File: src/rtl/uart_ascii_pos_rx.sv
// rtl/uart_ascii_pos_rx.sv - 8N1 UART receiver plus "X123\r" ASCII position record parser
// Optional build macro UART_RX_PARITY_EN selects 8E1 framing with an even-parity check.
module uart_ascii_pos_rx #(
   parameter int CLK_HZ = 100_000_000,
   parameter int BAUD   = 9600
) (
   input  logic       clk,
   input  logic       reset_n,
   input  logic       rx,
   output logic [7:0] rx_byte,
   output logic       rx_byte_valid,
   output logic [7:0] distance_X_cm,
   output logic [7:0] distance_Y_cm,
   output logic       update_X,
   output logic       update_Y,
   output logic       frame_err,
   output logic       parse_err
);

   localparam int DIV = CLK_HZ / BAUD;
   localparam int CW  = $clog2(DIV);
   localparam logic [CW-1:0] L_FULL = CW'(DIV - 1);
   localparam logic [CW-1:0] L_HALF = CW'(DIV / 2 - 1);

   typedef enum logic [2:0] {
      S_IDLE,
      S_START,
      S_DATA,
`ifdef UART_RX_PARITY_EN
      S_PARITY,
`endif
      S_STOP
   } byte_state_t;

   typedef enum logic [1:0] {P_WAIT_AXIS, P_WAIT_DIGIT, P_DIGITS} parse_state_t;

   logic          r_rx_s1, r_rx_s2;
   byte_state_t   r_bstate;
   logic [CW-1:0] r_cnt;
   logic [2:0]    r_bitcnt;
   logic [7:0]    r_shift;
   logic [7:0]    r_rx_byte;
   logic          r_rx_byte_valid;
   logic          r_frame_err;
   logic          r_par_err;

   parse_state_t  r_pstate;
   logic          r_axis_y;
   logic [9:0]    r_acc;
   logic [1:0]    r_count;
   logic [7:0]    r_dist_x, r_dist_y;
   logic          r_update_x, r_update_y, r_parse_err;

   logic          w_stop_tick, w_frame_bad;
   logic          w_is_digit, w_is_x, w_is_y, w_is_term;
   logic [3:0]    w_digit;
   logic [7:0]    w_sat;

   always_ff @(posedge clk or negedge reset_n) begin
      if (!reset_n) begin
         r_rx_s1 <= 1'b1;
         r_rx_s2 <= 1'b1;
      end else begin
         r_rx_s1 <= rx;
         r_rx_s2 <= r_rx_s1;
      end
   end

   assign w_stop_tick = (r_bstate == S_STOP) && (r_cnt == L_FULL);
   assign w_frame_bad = w_stop_tick && (!r_rx_s2 || r_par_err);

   always_ff @(posedge clk or negedge reset_n) begin
      if (!reset_n) begin
         r_bstate        <= S_IDLE;
         r_cnt           <= '0;
         r_bitcnt        <= '0;
         r_shift         <= '0;
         r_rx_byte       <= '0;
         r_rx_byte_valid <= 1'b0;
         r_frame_err     <= 1'b0;
         r_par_err       <= 1'b0;
      end else begin
         r_rx_byte_valid <= 1'b0;
         r_frame_err     <= 1'b0;
         case (r_bstate)
            S_IDLE: begin
               r_par_err <= 1'b0;
               if (!r_rx_s2) begin
                  r_bstate <= S_START;
                  r_cnt    <= '0;
                  r_bitcnt <= '0;
               end
            end
            S_START: begin
               if (r_cnt == L_HALF) begin
                  r_cnt    <= '0;
                  r_bstate <= r_rx_s2 ? S_IDLE : S_DATA;
               end else begin
                  r_cnt <= r_cnt + 1'b1;
               end
            end
            S_DATA: begin
               if (r_cnt == L_FULL) begin
                  r_cnt    <= '0;
                  r_shift  <= {r_rx_s2, r_shift[7:1]};
                  r_bitcnt <= r_bitcnt + 1'b1;
`ifdef UART_RX_PARITY_EN
                  if (r_bitcnt == 3'd7) r_bstate <= S_PARITY;
`else
                  if (r_bitcnt == 3'd7) r_bstate <= S_STOP;
`endif
               end else begin
                  r_cnt <= r_cnt + 1'b1;
               end
            end
`ifdef UART_RX_PARITY_EN
            S_PARITY: begin
               if (r_cnt == L_FULL) begin
                  r_cnt     <= '0;
                  r_par_err <= ^{r_shift, r_rx_s2};
                  r_bstate  <= S_STOP;
               end else begin
                  r_cnt <= r_cnt + 1'b1;
               end
            end
`endif
            S_STOP: begin
               if (r_cnt == L_FULL) begin
                  // Back to IDLE mid-stop-bit so a back-to-back start edge is not missed
                  r_cnt    <= '0;
                  r_bstate <= S_IDLE;
                  if (w_frame_bad) begin
                     r_frame_err <= 1'b1;
                  end else begin
                     r_rx_byte       <= r_shift;
                     r_rx_byte_valid <= 1'b1;
                  end
               end else begin
                  r_cnt <= r_cnt + 1'b1;
               end
            end
            default: r_bstate <= S_IDLE;
         endcase
      end
   end

   assign w_is_digit = (r_rx_byte >= 8'h30) && (r_rx_byte <= 8'h39);
   assign w_digit    = r_rx_byte[3:0];
   assign w_is_x     = (r_rx_byte == 8'h58) || (r_rx_byte == 8'h78);
   assign w_is_y     = (r_rx_byte == 8'h59) || (r_rx_byte == 8'h79);
   assign w_is_term  = (r_rx_byte == 8'h0D) || (r_rx_byte == 8'h0A);
   assign w_sat      = (r_acc > 10'd255) ? 8'hFF : r_acc[7:0];

   always_ff @(posedge clk or negedge reset_n) begin
      if (!reset_n) begin
         r_pstate    <= P_WAIT_AXIS;
         r_axis_y    <= 1'b0;
         r_acc       <= '0;
         r_count     <= '0;
         r_dist_x    <= '0;
         r_dist_y    <= '0;
         r_update_x  <= 1'b0;
         r_update_y  <= 1'b0;
         r_parse_err <= 1'b0;
      end else begin
         r_update_x  <= 1'b0;
         r_update_y  <= 1'b0;
         r_parse_err <= 1'b0;
         if (w_frame_bad) begin
            if (r_pstate != P_WAIT_AXIS) r_parse_err <= 1'b1;
            r_pstate <= P_WAIT_AXIS;
         end else if (r_rx_byte_valid) begin
            case (r_pstate)
               P_WAIT_AXIS: begin
                  if (w_is_x || w_is_y) begin
                     r_axis_y <= w_is_y;
                     r_acc    <= '0;
                     r_pstate <= P_WAIT_DIGIT;
                  end
               end
               P_WAIT_DIGIT: begin
                  if (w_is_digit) begin
                     r_acc    <= {6'd0, w_digit};
                     r_count  <= 2'd1;
                     r_pstate <= P_DIGITS;
                  end else begin
                     r_parse_err <= 1'b1;
                     r_pstate    <= P_WAIT_AXIS;
                  end
               end
               P_DIGITS: begin
                  if (w_is_digit && r_count < 2'd3) begin
                     r_acc   <= r_acc * 10'd10 + {6'd0, w_digit};
                     r_count <= r_count + 1'b1;
                  end else if (w_is_term) begin
                     if (r_axis_y) begin
                        r_dist_y   <= w_sat;
                        r_update_y <= 1'b1;
                     end else begin
                        r_dist_x   <= w_sat;
                        r_update_x <= 1'b1;
                     end
                     r_pstate <= P_WAIT_AXIS;
                  end else if (w_is_x || w_is_y) begin
                     // Unterminated record, but the letter still opens a fresh one
                     r_parse_err <= 1'b1;
                     r_axis_y    <= w_is_y;
                     r_acc       <= '0;
                     r_pstate    <= P_WAIT_DIGIT;
                  end else begin
                     r_parse_err <= 1'b1;
                     r_pstate    <= P_WAIT_AXIS;
                  end
               end
               default: r_pstate <= P_WAIT_AXIS;
            endcase
         end
      end
   end

   assign rx_byte       = r_rx_byte;
   assign rx_byte_valid = r_rx_byte_valid;
   assign frame_err     = r_frame_err;
   assign distance_X_cm = r_dist_x;
   assign distance_Y_cm = r_dist_y;
   assign update_X      = r_update_x;
   assign update_Y      = r_update_y;
   assign parse_err     = r_parse_err;

endmodule

File: config.mk
export PLATFORM = sky130hd
export DESIGN_NAME = uart_ascii_pos_rx
export DESIGN_NICKNAME = d
export VERILOG_FILES = /design/src/rtl/uart_ascii_pos_rx.sv
export SDC_FILE = /design/constraint.sdc
export NUM_CORES = 1
export LEC_CHECK = 0
export ABC_AREA = 1
export CORE_MARGIN = 1
export CORE_UTILIZATION = 50
export CTS_CLUSTER_SIZE = 40
export DETAILED_ROUTE_END_ITERATION = 8
export GPL_TIMING_DRIVEN = 0
export MAX_ROUTING_LAYER = met4
export PLACE_DENSITY = 0.7
export SLEW_MARGIN = 40
export SYNTH_ARGS = -nofsm -noshare
export SYNTH_HDL_FRONTEND = slang
export SYNTH_SLANG_ARGS = --single-unit
File: constraint.sdc
create_clock -name clk -period 2.7 [get_ports clk]
set_input_delay 0.27 -clock clk [delete_from_list [all_inputs] [get_ports clk]]
set_output_delay 0.27 -clock clk [all_outputs]
set_load 0.01 [all_outputs]
== Word-level counts from Yosys, hierarchy flattened ==
Cells that the tools add are included.

* Bits in registers: 74
* Bits in latches: 0
* Memory bits (writable): 0
* Memory bits (read-only): 0
* Input port bits: 3
* Logic and storage cells: 146
* Memories: 0

* $add $sub $neg: 4
* $mul: 1
* Divide/modulo/power cells: 0
* $lt $le $gt $ge: 4
* Eq/ne operators: 26
* Shift-type cells: 0
* Muxes and demuxes: 60
* Bitwise operators: 3
* Reductions and logical operators: 30

{| class="wikitable"
|+ Operators with widths
! operator !! number
|-
| 14-bit 2-to-1 mux || 3
|-
| 14-bit case mux with 3 select lines || 1
|-
| 10-bit 2-to-1 mux || 4
|-
| 8-bit by 7-bit == test with 1-bit output, second input constant || 4
|-
| 10-bit case mux with 3 select lines || 1
|-
| 1-bit 2-to-1 mux || 29
|-
| 3-bit 2-to-1 mux || 7
|-
| 5-bit AND reduction || 4
|-
| 8-bit by 4-bit == test with 1-bit output, second input constant || 2
|-
| 2-bit 2-to-1 mux || 8
|-
| 2-bit inequality test, second input constant || 8
|-
| 14-bit by 1-bit adder with 14-bit output, second input constant || 1
|-
| 14-bit by 13-bit == test with 1-bit output, second input constant || 1
|-
| 14-bit == test, second input constant || 1
|-
| 3-bit case mux with 4 select lines || 1
|-
| 6-bit AND reduction || 2
|-
| 10-bit by 4-bit adder with 10-bit output || 1
|-
| 10-bit by 8-bit greater-than comparator with 1-bit output, second input constant || 1
|-
| 10-bit by 3-bit multiplier with 9-bit output, second input constant || 1
|-
| 2-bit nonzero test || 5
|-
| 3-bit inequality test, second input constant || 3
|-
| 3-bit AND reduction || 3
|-
| 8-bit by 6-bit >= comparator with 1-bit output, second input constant || 1
|-
| 8-bit by 6-bit <= comparator with 1-bit output, second input constant || 1
|-
| 23 further kinds || 35
|}

== Logic depth before layout (Yosys ltp) ==
* Depth in word-level cells: 9
* Depth in mapped cells: 14

== Worst setup path before layout ==
No wires, ideal clock.

* Kind: reg-to-reg
* From: reg r_acc[1]
* To: reg r_acc[9]
* Library setup time: 77 ps
* Data arrival time: 2156 ps
* Data required time: 2623 ps
* Path slack: 466 ps
* Cell stages (with the launch flop): 14
* Path buffers: 0
* Clock period less this slack: 2234 ps
* Path through: dfrtp_1 ha_1 ha_1 inv_1 fa_1 nor2_1 nand3_1 nor2_1 nand2_1 nor2_1 nand2_1 nand3_1 nand2_1 a21oi_1

* Word-level cells in the longest chain between the ends: 4

{| class="wikitable"
|+ RTL lines
! item !! line !! source
|-
| start, declared || 49 || <nowiki>logic [9:0] r_acc;</nowiki>
|-
| start signal, assigned || 183 || <nowiki>r_acc <= {6'd0, w_digit};</nowiki>
|-
| start signal, assigned || 193 || <nowiki>r_acc <= r_acc * 10'd10 + {6'd0, w_digit};</nowiki>
|-
| 10-bit by 3-bit multiplier with 9-bit output || 193 ||
|-
| 10-bit by 4-bit adder with 10-bit output || 193 ||
|-
| 10-bit 2-to-1 mux || 192 || <nowiki>if (w_is_digit && r_count < 2'd3) begin</nowiki>
|-
| 10-bit case mux with 3 select lines || 173 || <nowiki>case (r_pstate)</nowiki>
|}

No other way between the ends.
A chain may end at the register's enable or synchronous reset.

== Worst setup path after layout ==
Same ends and word-level chain as after synthesis.

==> impl_metrics.yaml <==
critical_path:
  crit_type: "register to register"
  worstPathCellList: "ha_1, ha_1, inv_1, fa_1, nor2_1, nand3_1, nor2_1, nand2_1, nor2_1, nand2_1, nand3_1, nand2_1, a21oi_1"
  cp.required_ns: 2.98
  rr_worst_depth: 13
  crit_path_max_fanout: 5
  critPathLaunch: "r_acc[1]"
  max_stage_delay_ns: 0.47
  path_buf_inv: 1
  crit_family: "adder cells"
  r2r-end: "r_acc[9]"
  crit_end: "r_acc[9]"
  rrSetupSlack_ns: 0.13
  r2r-start: "r_acc[1]"
  cp-end-kind: "register"
  start_kind: "register"
  arrival_ns: 2.85
  cp_num_cells: 13
  slowest_stage: "dfrtp_1"
place:
  dp_hpwl_um: 6736
  gp_congestion: 0.8870
  port_buffers: 31
final_layout:
  drive_gt1_share_pct: 10.81
  layout_commonest_cell: "nand2_1"
  final_cell_mix: "nand2_1 (130), inv_1 (82), dfrtp_1 (71)"
  fin_util_pct: 60.24
  final_nets: 614
  antenna_cells: 0
  syn_to_final_growth_pct: 16.46
  fill_cells: 747
timing:
  fin_crit_sh_pct: 95.24
  finalHoldViolations: 0
  holdWs_ns: 0.3300
  fmax_mhz: 388.9
  tightest_slew_ns: 0.3809
  maxSlewViolCount: 0
  slew_headroom_pct: 74.52
  setup_viol: 0
  rsz0062_at_grt: "false"
  fin_skew_ns: 0.01239
  min_period_ns: 2.571
cts:
  postCtsResizedCells: 0
  cts_made_buffers: 9
  path_clk_slew_ns: 0.09
  htreeDepth: 3
  ctsHoldBuffers: 1
  postCtsSetupRepairBufs: 0
  cts_buffer_depth: 2
  clock-sinks: 73
  cts_root_buffer: "clkbuf_8"
  worstSkewPairLatency_ns: 0.35
  cts_tree: "yes"
yosys:
  synth_area_sq_um: 4250
  ys_seq_elements: 73
  syn-instance-count: 543
  avgSynthCellArea_sq_um: 7.827
  yosys_warnings: 0
  synth_nets: 570
  yosysSeqAreaShare_pct: 43.04
  yosysUniqueCellTypes: 35
die:
  core_area_sq_um: 8217
  initial_utilization_pct: 51.73
  die_h_um: 94.20
  die_x_um: 94.20
  num_rows: 33
  dieArea_sq_um: 8874
  ioPinCount: 32
grt:
  grt_pass1_wl_um: 15660
  grt_pass1_vias: 3467
  grt_use_total_pct: 23.39
  grt_max_degree: 43
  antenna_found_initial: 0
  gr-total-overflow: 0
drt:
  drt-total-wl_um: 9127
  drtPass1Iterations: 5
  wl_per_cell_um: 13.09
  viasPerCell: 5.217
  drt-initial-drc-count: 171
  drc_errors: 0
  postRouteAntennaNets: 0
  via_count: 3636
power_and_ir_drop:
  p_per_area_nw_per_um2: 426.7
  irDropWorstVdd_mv: 0.3151
  power_leakage_nw: 2.417
outcome:
  status: "finished, final reports clean"
flow_run:
  cap_viol_max_count: 0
hold_path:
  hold_class: "primary input to register"
## sequential cells by signal, indices dropped and copies added, names as in the netlist
register / cells
r_shift: 8
r_bstate: 2
r_cnt: 14
r_rx_s1: 1
distance_Y_cm: 8
parse_err: 1
r_rx_s2: 1
r_axis_y: 1
update_Y: 1
r_acc: 10
distance_X_cm: 8
r_pstate: 2
frame_err: 1
rx_byte_valid: 1
r_bitcnt: 3
r_count: 2
rx_byte: 8
update_X: 1
## cell usage after synthesis
cell type  number  area [sq um]
xor2_1          8         70.07
ha_1           22         275.3
dfstp_2         2         52.55
nand4_1         8         50.05
nand3_2         2         20.02
nor3_1          8         40.04
fa_1            2         40.04
nand3_1        35         175.2
nand2_4         2         22.52
o21ai_0        30         150.1
a21oi_1        19         95.09
o21ai_1        23         115.1
nor2_4          3         33.78
o21a_1          1         7.510
nor4_1          2         12.51
nand2_2         5         31.28
nor3_4          1         16.27
buf_2           2         10.01
inv_1          82         307.8
dfrtp_1        71          1777
o21ai_2         3         26.28
buf_6           2         22.52
inv_2          12         45.04
o22ai_1         8         50.05
nor3_2          4         40.04
nor2_1         45         168.9
or2_1           1         6.260
nand3_4         1         17.52
nand4_4         1         21.27
buf_8           1         15.01
or2_2           1         6.260
a22o_1          1         8.760
o31ai_1         1         7.510
nand2_1       130         488.0
nor2_2          4         25.02
## how the worst min path moves through the flow
| stage | start | end | slack (ns) | cells after the start |
|---|---|---|---|---|
| floorplan | reset_n | distance_X_cm[0] | -0.03 | 0 |
| global placement | r_rx_s1 | r_rx_s2 | 0.35 | 0 |
| detailed placement | reset_n | r_acc[8] | 0.17 | 1 |
| CTS | rx | r_rx_s1 | 0.32 | 1 |
| global route | rx | r_rx_s1 | 0.33 | 1 |
| finish | rx | r_rx_s1 | 0.33 | 1 |
## stage by stage
step / instances / TNS [ns] / power, mW / setup WS, ns / instance area (sq um)
after floorplan: 543 / 0 / 1.120 / 0.4665 / 4250
after global placement: 679 / -83.91 / 1.145 / -1.175 / 4692
after detailed placement: 680 / 0 / 1.149 / 0.1676 / 4713
after CTS: 697 / 0 / 2.141 / 0.1381 / 4950
after global routing: 697 / 0 / 2.196 / 0.005441 / 4950
final: 697 / 0 / 2.112 / 0.1286 / 4950
## metal layers
layer  up-vias  global-route usage (%)  share of wire (%)
li1       1831                       -                  -
met1      1705                   30.19                 49
met2        83                   37.20                 47
met3        17                   4.935                3.1
met4         0                   6.538                1.1
met5         -                       -                  0
## cells by family after synthesis
family / Yosys count / share of synthesized area, %
flip-flops: 73 / 43.04
AO/OA/AOI/OAI: 86 / 10.83
adder cells (fa/ha/maj): 24 / 7.418
buffers and inverters: 99 / 9.420
AND/OR/NAND/NOR: 253 / 27.64
XOR/XNOR: 8 / 1.649
## power breakdown
group,switching [mW],internal (mW),total (mW)
clock network,0.453,0.532,0.985
logic,0.0231,0.00710,0.0302
registers,0.00189,1.09,1.10
total,0.478,1.63,2.11
## cell type report
cell class	instances	area [sq um]	share of cell area, %
clock inverters	7	102.6	2.073
clock buffers	9	123.9	2.503
plain buffers	5	47.55	0.9606
repair buffers	33	341.6	6.901
inverters	94	352.8	7.128
multi-input cells	371	2021	40.82
flip-flops and latches	73	1829	36.96
well taps	105	131.4	2.654
Power figures use the tool's default switching activity.
